File: src/rtl/quidditch_pkg.sv
// Shared quidditch game definitions: FSM encoding, field geometry and the
// per-axis bounce/step helper used by moving objects.
package quidditch_pkg;

  localparam logic [1:0] ST_ROAM     = 2'd0;
  localparam logic [1:0] ST_HIT      = 2'd1;
  localparam logic [1:0] ST_COOLDOWN = 2'd2;

  localparam int FIELD_LEFT  = 0;
  localparam int FIELD_RIGHT = 639;
  localparam int FIELD_TOP   = 0;
  localparam int FIELD_BOT   = 479;

  localparam int BALL_RADIUS_PX   = 10;
  localparam int PLAYER_RADIUS_PX = 25;

  typedef logic [9:0] coord_t;

  // One axis of a moving object: direction (1 = increasing) and centre.
  typedef struct packed {
    logic   dir;
    coord_t pos;
  } axis_t;

  // Advance one axis by a single pixel. If the edge of the object would pass
  // the limit, the direction flips and the pixel is taken the other way.
  function automatic axis_t axis_step(input axis_t cur, input int lo,
                                      input int hi, input int radius);
    axis_t nxt;
    int    p;
    p   = int'(cur.pos);
    nxt = cur;
    if (cur.dir) begin
      if (p + 1 + radius > hi) begin
        nxt.dir = 1'b0;
        nxt.pos = cur.pos - 10'd1;
      end else begin
        nxt.pos = cur.pos + 10'd1;
      end
    end else begin
      if (p - 1 - radius < lo) begin
        nxt.dir = 1'b1;
        nxt.pos = cur.pos + 10'd1;
      end else begin
        nxt.pos = cur.pos - 10'd1;
      end
    end
    return nxt;
  endfunction

endpackage

File: src/rtl/circle_hit_detect.sv
// Combinational overlap test between two circles: strict inequality on the
// squared centre distance against the squared sum of radii.
module circle_hit_detect #(
  parameter int R_A = 10,
  parameter int R_B = 25
) (
  input  logic [9:0] i_a_x,
  input  logic [9:0] i_a_y,
  input  logic [9:0] i_b_x,
  input  logic [9:0] i_b_y,
  output logic       o_hit
);

  localparam logic [22:0] LIMIT = 23'((R_A + R_B) * (R_A + R_B));

  logic signed [10:0] w_dx;
  logic signed [10:0] w_dy;
  logic signed [21:0] w_dx_ext;
  logic signed [21:0] w_dy_ext;
  logic        [21:0] w_dx_sq;
  logic        [21:0] w_dy_sq;
  logic        [22:0] w_sum;

  assign w_dx     = $signed({1'b0, i_a_x}) - $signed({1'b0, i_b_x});
  assign w_dy     = $signed({1'b0, i_a_y}) - $signed({1'b0, i_b_y});
  assign w_dx_ext = 22'(w_dx);
  assign w_dy_ext = 22'(w_dy);
  // 10-bit differences square to at most 1023^2, which fits 22 bits unsigned.
  assign w_dx_sq  = 22'(w_dx_ext * w_dx_ext);
  assign w_dy_sq  = 22'(w_dy_ext * w_dy_ext);
  assign w_sum    = {1'b0, w_dx_sq} + {1'b0, w_dy_sq};
  assign o_hit    = (w_sum < LIMIT);

endmodule

File: src/rtl/bludger_controller.sv
// Autonomous bludger: diagonal motion with boundary bounce, player contact
// detection and the bludged / clean_bludge release handshake.
import quidditch_pkg::*;

module bludger_controller #(
  parameter int          BALL_RADIUS        = BALL_RADIUS_PX,
  parameter int          PLAYER_RADIUS      = PLAYER_RADIUS_PX,
  parameter logic [9:0]  INITIAL_X          = 10'd320,
  parameter logic [9:0]  INITIAL_Y          = 10'd240,
  parameter int          MOVEMENT_FREQUENCY = 200000,
  parameter int          LEFT_BOUNDARY      = FIELD_LEFT,
  parameter int          RIGHT_BOUNDARY     = FIELD_RIGHT,
  parameter int          TOP_BOUNDARY       = FIELD_TOP,
  parameter int          BOT_BOUNDARY       = FIELD_BOT,
  parameter int          COOLDOWN_STEPS     = 60
) (
  input  logic       clk,
  input  logic       rst,
  input  logic [9:0] p0_x,
  input  logic [9:0] p0_y,
  input  logic [9:0] p1_x,
  input  logic [9:0] p1_y,
  input  logic       clean_bludge0,
  input  logic       clean_bludge1,
  output logic [9:0] bludger_x,
  output logic [9:0] bludger_y,
  output logic       bludged0,
  output logic       bludged1,
  output logic [7:0] hit_count
);

  localparam int TICK_W = $clog2(MOVEMENT_FREQUENCY);
  localparam int COOL_W = (COOLDOWN_STEPS < 1) ? 1 : $clog2(COOLDOWN_STEPS + 1);
  localparam logic [TICK_W-1:0] TICK_LAST = TICK_W'(MOVEMENT_FREQUENCY - 1);
  localparam logic [COOL_W-1:0] COOL_LOAD = COOL_W'(COOLDOWN_STEPS);

  logic [1:0]        r_state;
  logic [TICK_W-1:0] r_tick;
  logic [COOL_W-1:0] r_cool;
  axis_t             r_ax;
  axis_t             r_ay;
  logic              r_target;
  logic              r_bludged0;
  logic              r_bludged1;
  logic [7:0]        r_hits;

  logic              w_step;
  logic              w_hit0;
  logic              w_hit1;
  logic              w_clean;
  axis_t             w_ax_next;
  axis_t             w_ay_next;

  assign w_step    = (r_tick == TICK_LAST);
  assign w_ax_next = axis_step(r_ax, LEFT_BOUNDARY, RIGHT_BOUNDARY, BALL_RADIUS);
  assign w_ay_next = axis_step(r_ay, TOP_BOUNDARY, BOT_BOUNDARY, BALL_RADIUS);
  assign w_clean   = r_target ? clean_bludge1 : clean_bludge0;

  circle_hit_detect #(
    .R_A(BALL_RADIUS),
    .R_B(PLAYER_RADIUS)
  ) u_hit0 (
    .i_a_x(r_ax.pos),
    .i_a_y(r_ay.pos),
    .i_b_x(p0_x),
    .i_b_y(p0_y),
    .o_hit(w_hit0)
  );

  circle_hit_detect #(
    .R_A(BALL_RADIUS),
    .R_B(PLAYER_RADIUS)
  ) u_hit1 (
    .i_a_x(r_ax.pos),
    .i_a_y(r_ay.pos),
    .i_b_x(p1_x),
    .i_b_y(p1_y),
    .o_hit(w_hit1)
  );

  always_ff @(posedge clk) begin
    if (rst) begin
      r_state    <= ST_ROAM;
      r_tick     <= '0;
      r_cool     <= '0;
      r_ax       <= '{dir: 1'b1, pos: INITIAL_X};
      r_ay       <= '{dir: 1'b1, pos: INITIAL_Y};
      r_target   <= 1'b0;
      r_bludged0 <= 1'b0;
      r_bludged1 <= 1'b0;
      r_hits     <= '0;
    end else begin
      case (r_state)
        ST_ROAM: begin
          // Contact wins over a coincident step: the ball freezes where it is.
          if (w_hit0 || w_hit1) begin
            r_state    <= ST_HIT;
            r_target   <= ~w_hit0;
            r_bludged0 <= w_hit0;
            r_bludged1 <= ~w_hit0;
            r_tick     <= '0;
            if (r_hits != 8'hFF) begin
              r_hits <= r_hits + 8'd1;
            end
          end else begin
            r_tick <= w_step ? '0 : r_tick + 1'b1;
            if (w_step) begin
              r_ax <= w_ax_next;
              r_ay <= w_ay_next;
            end
          end
        end
        ST_HIT: begin
          // The tick counter stays parked at zero while frozen.
          if (w_clean) begin
            r_state    <= ST_COOLDOWN;
            r_bludged0 <= 1'b0;
            r_bludged1 <= 1'b0;
            r_ax.dir   <= ~r_ax.dir;
            r_ay.dir   <= ~r_ay.dir;
            r_cool     <= COOL_LOAD;
          end
        end
        ST_COOLDOWN: begin
          r_tick <= w_step ? '0 : r_tick + 1'b1;
          if (w_step) begin
            r_ax <= w_ax_next;
            r_ay <= w_ay_next;
            if (r_cool <= COOL_W'(1)) begin
              r_state <= ST_ROAM;
              r_cool  <= '0;
            end else begin
              r_cool <= r_cool - 1'b1;
            end
          end
        end
        default: begin
          r_state <= ST_ROAM;
        end
      endcase
    end
  end

  assign bludger_x = r_ax.pos;
  assign bludger_y = r_ay.pos;
  assign bludged0  = r_bludged0;
  assign bludged1  = r_bludged1;
  assign hit_count = r_hits;

endmodule
File: config.mk
export PLATFORM = sky130hd
export DESIGN_NAME = bludger_controller
export DESIGN_NICKNAME = d
export VERILOG_FILES = /design/src/rtl/quidditch_pkg.sv /design/src/rtl/circle_hit_detect.sv /design/src/rtl/bludger_controller.sv
export SDC_FILE = /design/constraint.sdc
export NUM_CORES = 1
export LEC_CHECK = 0
export ABC_AREA = 1
export CORE_MARGIN = 5
export CORE_UTILIZATION = 40
export CTS_CLUSTER_DIAMETER = 150
export CTS_CLUSTER_SIZE = 10
export DETAILED_ROUTE_END_ITERATION = 10
export SYNTH_ARGS = -nofsm -noshare
export SYNTH_HDL_FRONTEND = slang
export SYNTH_SLANG_ARGS = --single-unit
File: constraint.sdc
create_clock -name clk -period 12.6 [get_ports clk]
set_input_delay 1.89 -clock clk [delete_from_list [all_inputs] [get_ports clk]]
set_output_delay 1.89 -clock clk [all_outputs]
set_load 0.01 [all_outputs]
# Yosys cells after proc, flatten, opt, wreduce, memory -nomap -nowiden
# Index checks and enable logic that the tools add are counted.
[classes]
addsub = 21
multipliers = 4
n_div = 0
order_cmp = 7
n_eq_ne = 9
n_shift = 0
n_mux = 38
bitwise = 3
reduce_logical = 13
[op_table]
columns = ["cell", "n"]
rows = [
  ["11-bit by 11-bit multiplier with 22-bit output", 4],
  ["11-bit 2-to-1 mux", 6],
  ["22-bit by 22-bit adder with 23-bit output", 2],
  ["23-bit by 11-bit less-than comparator with 1-bit output, second input constant", 2],
  ["10-bit by 10-bit subtractor with 11-bit output", 4],
  ["10-bit 2-to-1 mux", 4],
  ["10-bit one-hot mux with 2 select lines", 2],
  ["18-bit 2-to-1 mux", 2],
  ["18-bit one-hot mux with 2 select lines", 1],
  ["11-bit by 4-bit adder with 12-bit output, second input constant", 2],
  ["12-bit by 1-bit less-than comparator with 1-bit output, second input constant", 2],
  ["11-bit by 5-bit subtractor with 12-bit output, second input constant", 2],
  ["10-bit by 1-bit adder with 11-bit output, second input constant", 2],
  ["10-bit by 1-bit subtractor with 11-bit output, second input constant", 2],
  ["10-bit by 1-bit adder with 10-bit output, second input constant", 2],
  ["10-bit by 1-bit subtractor with 10-bit output, second input constant", 2],
  ["18-bit by 1-bit adder with 18-bit output, second input constant", 1],
  ["18-bit equality test, second input constant", 1],
  ["6-bit 2-to-1 mux", 3],
  ["12-bit by 10-bit greater-than comparator with 1-bit output, second input constant", 1],
  ["12-bit by 9-bit greater-than comparator with 1-bit output, second input constant", 1],
  ["6-bit one-hot mux with 2 select lines", 1],
  ["3-bit AND reduction", 4],
  ["1-bit 2-to-1 mux", 10],
  ["18 further kinds", 32],
]
[totals]
regBits = 59
latchBits = 0
mem_bits_rw = 0
romBits = 0
input_bits = 44
out_inout_bits = 30
elab_cells = 106
n_memories = 0

# Longest topological paths before layout
# Gate-level depths: netlist of the first run.
[depth]
word_depth = 8
mapped_depth = 54
ltp_nobuf = 53

# By module
# Synthesis of the first run repeated with hierarchy kept, for this count alone.
[hier_totals]
cells_unflattened = 3625
area_unflattened_um2 = 26168.8
[modules_own_cells]
columns = ["mod", "instances", "cells_per_inst", "area_each_um2", "seq_area_each_um2"]
rows = [
  ["circle_hit_detect (u_hit1)", 1, 1468, 10926.7, 0.0],
  ["circle_hit_detect (u_hit0)", 1, 1463, 10836.6, 0.0],
  ["bludger_controller", 1, 694, 4405.5, 1181.1],
]

# Worst setup path before layout of the first run
# Ideal clock, no wire load.
[synth_path]
path_kind = "input -> register"
startpoint = "input port p0_y[0]"
endpoint = "register r_ay (netlist bit bludger_y[7])"
t_arrival_ns = 9.707
required_ns = 12.462
setup_slack_ns = 2.755
stages = 48
path_buffers = 1
cell_sequence = "ha_1 inv_1 fa_1 nand3_1 nand2_1 a21oi_1 nor2_1 nor2_1 xor2_1 clkinv_1 nor2_1 fa_1 fa_1 inv_1 fa_1 inv_1 fa_1 inv_1 [12 not listed] inv_1 ha_1 nand2_1 inv_1 nand2_1 nor2_1 nand4_1 nand3_1 nor2_1 nor2_1 nand3_1 nor2_2 nand2_2 nand2_4 nand2_4 nand2_4 buf_6 o211ai_1"
[synth_via]
elab_chain_len = 7
[synth_rtl]
columns = ["item", "line", "rtl"]
rows = [
  ["from (decl)", "bludger_controller.sv:20", "input logic [9:0] p0_y,"],
  ["10-bit by 10-bit subtractor with 11-bit output", "circle_hit_detect.sv:25", "assign w_dy = $signed({1'b0, i_a_y}) - $signed({1'b0, i_b_y});"],
  ["11-bit by 11-bit multiplier with 22-bit output", "circle_hit_detect.sv:30", "assign w_dy_sq = 22'(w_dy_ext * w_dy_ext);"],
  ["22-bit by 22-bit adder with 23-bit output", "circle_hit_detect.sv:31", "assign w_sum = {1'b0, w_dx_sq} + {1'b0, w_dy_sq};"],
  ["23-bit by 11-bit less-than comparator with 1-bit output", "circle_hit_detect.sv:32", "assign o_hit = (w_sum < LIMIT);"],
  ["1-bit logical OR", "bludger_controller.sv:96", "if (w_hit0 || w_hit1) begin"],
  ["2-bit inequality test (no source line)", "--", ""],
  ["2-bit AND reduction (no source line)", "--", ""],
  ["to (signal assigned)", "bludger_controller.sv:87", "r_ay <= '{dir: 1'b1, pos: INITIAL_Y};"],
  ["to (signal assigned)", "bludger_controller.sv:109", "r_ay <= w_ay_next;"],
  ["to (signal assigned)", "bludger_controller.sv:128", "r_ay <= w_ay_next;"],
  ["to (decl)", "bludger_controller.sv:41", "axis_t r_ay;"],
]
# No other way between the ends.
# A chain may end at the register's enable or synchronous reset.

# Worst setup path after layout of the first run
[layout_path]
startpoint = "input port p0_y[0]"
endpoint = "register r_tick[0]"
[layout_via]
elab_chain_len = 7
[layout_rtl]
columns = ["item", "line", "rtl"]
rows = [
  ["10-bit by 10-bit subtractor with 11-bit output", "circle_hit_detect.sv:25", ""],
  ["11-bit by 11-bit multiplier with 22-bit output", "circle_hit_detect.sv:30", ""],
  ["22-bit by 22-bit adder with 23-bit output", "circle_hit_detect.sv:31", ""],
  ["23-bit by 11-bit less-than comparator with 1-bit output", "circle_hit_detect.sv:32", ""],
  ["1-bit logical OR", "bludger_controller.sv:96", ""],
  ["18-bit 2-to-1 mux", "bludger_controller.sv:96", ""],
  ["18-bit one-hot mux with 2 select lines", "bludger_controller.sv:93", "case (r_state)"],
  ["to (signal assigned)", "bludger_controller.sv:106", "r_tick <= w_step ? '0 : r_tick + 1'b1;"],
  ["to (signal assigned)", "bludger_controller.sv:125", "r_tick <= w_step ? '0 : r_tick + 1'b1;"],
  ["to (decl)", "bludger_controller.sv:38", "logic [TICK_W-1:0] r_tick;"],
]
# No other way between the ends.

==> impl_metrics.csv, run 1 <==
group,metric,value,unit
status,status,"finished, final reports clean",
cells_and_area,multi_input_area,0.0205,mm2
clock_tree,cts_sinks,59,
setup_path,worst-path-max-fanout,13,
cells_and_area,final_cell_mix,"inv_1, nand2_1, fa_1",
detailed_routing,wl_met1,26400,um
floorplan,rows,92,
setup_path,arrival,11.51,ns
sta,worstMarginPinSlew,1.06,ns
logic_synthesis,yosysWarningCount,0,
run,drv_cap,0,
logic_synthesis,synth.distinct_cells,52,
clock_tree,clockRootBuffer,"clkbuf_16",
global_routing,antenna_found_initial,0,
placement,routabilityCongestion,0.902,
floorplan,num_io_pins,74,
setup_path,cpLargestDelayFamily,"adder cells",
setup_path,required,12.82,ns
logic_synthesis,avgSynthCellArea,7.28,um2
setup_path,path_buf_inv,9,
detailed_routing,vias,21200,
logic_synthesis,async_reset_ff_frac,0,
sta,hold-worst-slack,0.475,ns
clock_tree,clk_path_buf_depth,2,
clock_tree,cts_hold_buf,0,
placement,io_buffer_count,73,
cells_and_area,nets,4298,
detailed_routing,wl_met3,1240,um
floorplan,start_util,0.404,
floorplan,dieArea,0.0690,mm2
detailed_routing,drt-initial-drc-count,1163,
detailed_routing,routed_wl,59100,um
setup_path,critPathCaptureType,"flop",
setup_path,cp-start-kind,"input pin",
placement,dp_hpwl,51500,um
cells_and_area,final_common_cell,"inv_1",
detailed_routing,drc,0,
logic_synthesis,ys.flop_type,"dfxtp_1",
sta,setup_viol,0,
floorplan,core_area,0.0632,mm2
detailed_routing,ant_nets,0,
detailed_routing,dr_wl_met2,30600,um
clock_tree,cts_tree,"yes",
setup_path,crit_top_cell,"nor2_1",
detailed_routing,routed_via_density,4.82,
setup_path,cp_slowest_stage_delay,0.53,ns
clock_tree,htree_num_levels,3,
clock_tree,numCtsBuffers,9,
clock_tree,post-cts-setup-buffers,0,
global_routing,track_usage,0.173,
sta,hold_viol_final,0,
global_routing,overflow,0,
cells_and_area,areaGrowthSynthToFinish,7.54,%
logic_synthesis,synth.ff_latch_count,59,
cells_and_area,post-route-util,0.435,
logic_synthesis,synth_edf_count,0,
cells_and_area,n_fill_cell,6545,
sta,min_period_over_period,0.896,
cells_and_area,n_antenna_cell,0,
detailed_routing,wire_per_inst,13.4,um
setup_path,crit_slowest_cell,"fa_1",
global_routing,grt_pass1_wl,103000,um
global_routing,grt_max_degree,33,
sta,drv_slew,0,
detailed_routing,top_layer_used,"met4",
sta,timing.slew.headroom,0.290,
floorplan,die_h,263,um
sta,rsz0062_at_grt,"false",
clock_tree,clk_pin_slew,0.06,ns
global_routing,grt_pass1_vias,21600,
floorplan,die_x,263,um
cells_and_area,drive_gt1_frac,0.0250,
detailed_routing,drtPass1Iterations,5,
logic_synthesis,syn_inst,3511,
sta,fin_crit,11.29,ns
sta,tns,0,ns
logic_synthesis,ys_seq_area_frac,0.0462,
sta,clock-skew-final,0.0184,ns
sta,max_freq,88.5,MHz
clock_tree,clock_latency,0.35,ns
clock_tree,cts_resized,0,
hold_path,hold_class,"reg -> reg",
logic_synthesis,syn-cell-area,0.0255,mm2
cells_and_area,regArea,0.00118,mm2
setup_path,critPathKind,"in -> reg",
logic_synthesis,syn_nets,4253,
area by class of cell:
type | count | area share
clock inverter | 7 | 0.00364
multi-input combinational | 2441 | 0.745
tap | 846 | 0.0385
inverter | 954 | 0.130
timing repair buffer | 91 | 0.0315
sequential | 59 | 0.0430
clock buffer | 9 | 0.00820
logic make-up after synthesis:
group,count (synthesis),share of synthesized area
compound gates,343,0.0759
xor+xnor,166,0.0569
fa+ha+maj,698,0.465
buf+inv,1011,0.153
flops,59,0.0462
simple gates,1234,0.203
registers in the layout, summed over array words and instances, names as in the netlist:
| register | flops |
|---|---|
| r_ax | 1 |
| r_ay | 1 |
| bludger_x | 10 |
| r_target | 1 |
| bludged1 | 1 |
| r_cool | 6 |
| r_tick | 18 |
| hit_count | 8 |
| bludger_y | 10 |
| bludged0 | 1 |
| r_state | 2 |
final timing paths:
| kind | from | to | slack, ns | cells past startpoint |
|---|---|---|---|---|
| setup reg to reg | bludger_y[0]$_SDFFE_PP0P_ | r_tick[0]$_SDFFE_PP0P_ | 2.47 | 48 |
| hold reg to reg | r_target$_SDFFE_PP0P_ | r_target$_SDFFE_PP0P_ | 0.47 | 2 |
| setup / recovery | p0_y[0] | r_tick[0]$_SDFFE_PP0P_ | 1.31 | 48 |
| hold / removal | r_target$_SDFFE_PP0P_ | r_target$_SDFFE_PP0P_ | 0.47 | 2 |
synthesized netlist by cell type (22+ instances only):
library cell  instances  share of area
nand2_1             601          0.088
inv_1               937           0.14
xor2_1              119          0.041
a21oi_1             183          0.036
nor3_1               41         0.0080
nor2_1              341          0.050
dfxtp_1              59          0.046
nand3_1             138          0.027
ha_1                280           0.14
o21ai_0              68          0.013
nand4_1              40         0.0098
xnor2_1              47          0.016
fa_1                418           0.33
or2_2                22         0.0054
worst min-delay path, cell delays in order (launching register included):
cell     delay, ns
dfxtp_1       0.30
inv_1         0.07
a21oi_1       0.06
layer usage:
layer	vias to the layer above	GRT usage
met5	-	0
li1	10700	-
met3	42	0.00674
met2	287	0.323
met4	0	0.0315
met1	10200	0.226
metrics by stage:
step / instances / cell area, um2 / setup slack (ns)
2_1_floorplan: 3511 / 25500 / 2.75
3_3_place_gp: 4391 / 27100 / 1.18
3_5_place_dp: 4391 / 27100 / 0.990
4_1_cts: 4407 / 27500 / 1.32
5_1_grt: 4407 / 27500 / 0.334
6_report: 4407 / 27500 / 1.31
Power of run 1 is left out: the tool's default activity adds up to more than one toggle a clock period on the data nets, which glitch-free logic cannot reach.
==> run 2, diff against run 1 <==
--- a/config.mk
+++ b/config.mk
@@ -11,6 +11,7 @@
 export CTS_CLUSTER_DIAMETER = 150
 export CTS_CLUSTER_SIZE = 10
 export DETAILED_ROUTE_END_ITERATION = 10
+export SLEW_MARGIN = 20
 export SYNTH_ARGS = -nofsm -noshare
 export SYNTH_HDL_FRONTEND = slang
 export SYNTH_SLANG_ARGS = --single-unit
==> results of run 2 <==
No change in the layout: final DEF, timing and power equal those of run 1.
Power of run 2 is left out for the same reason.
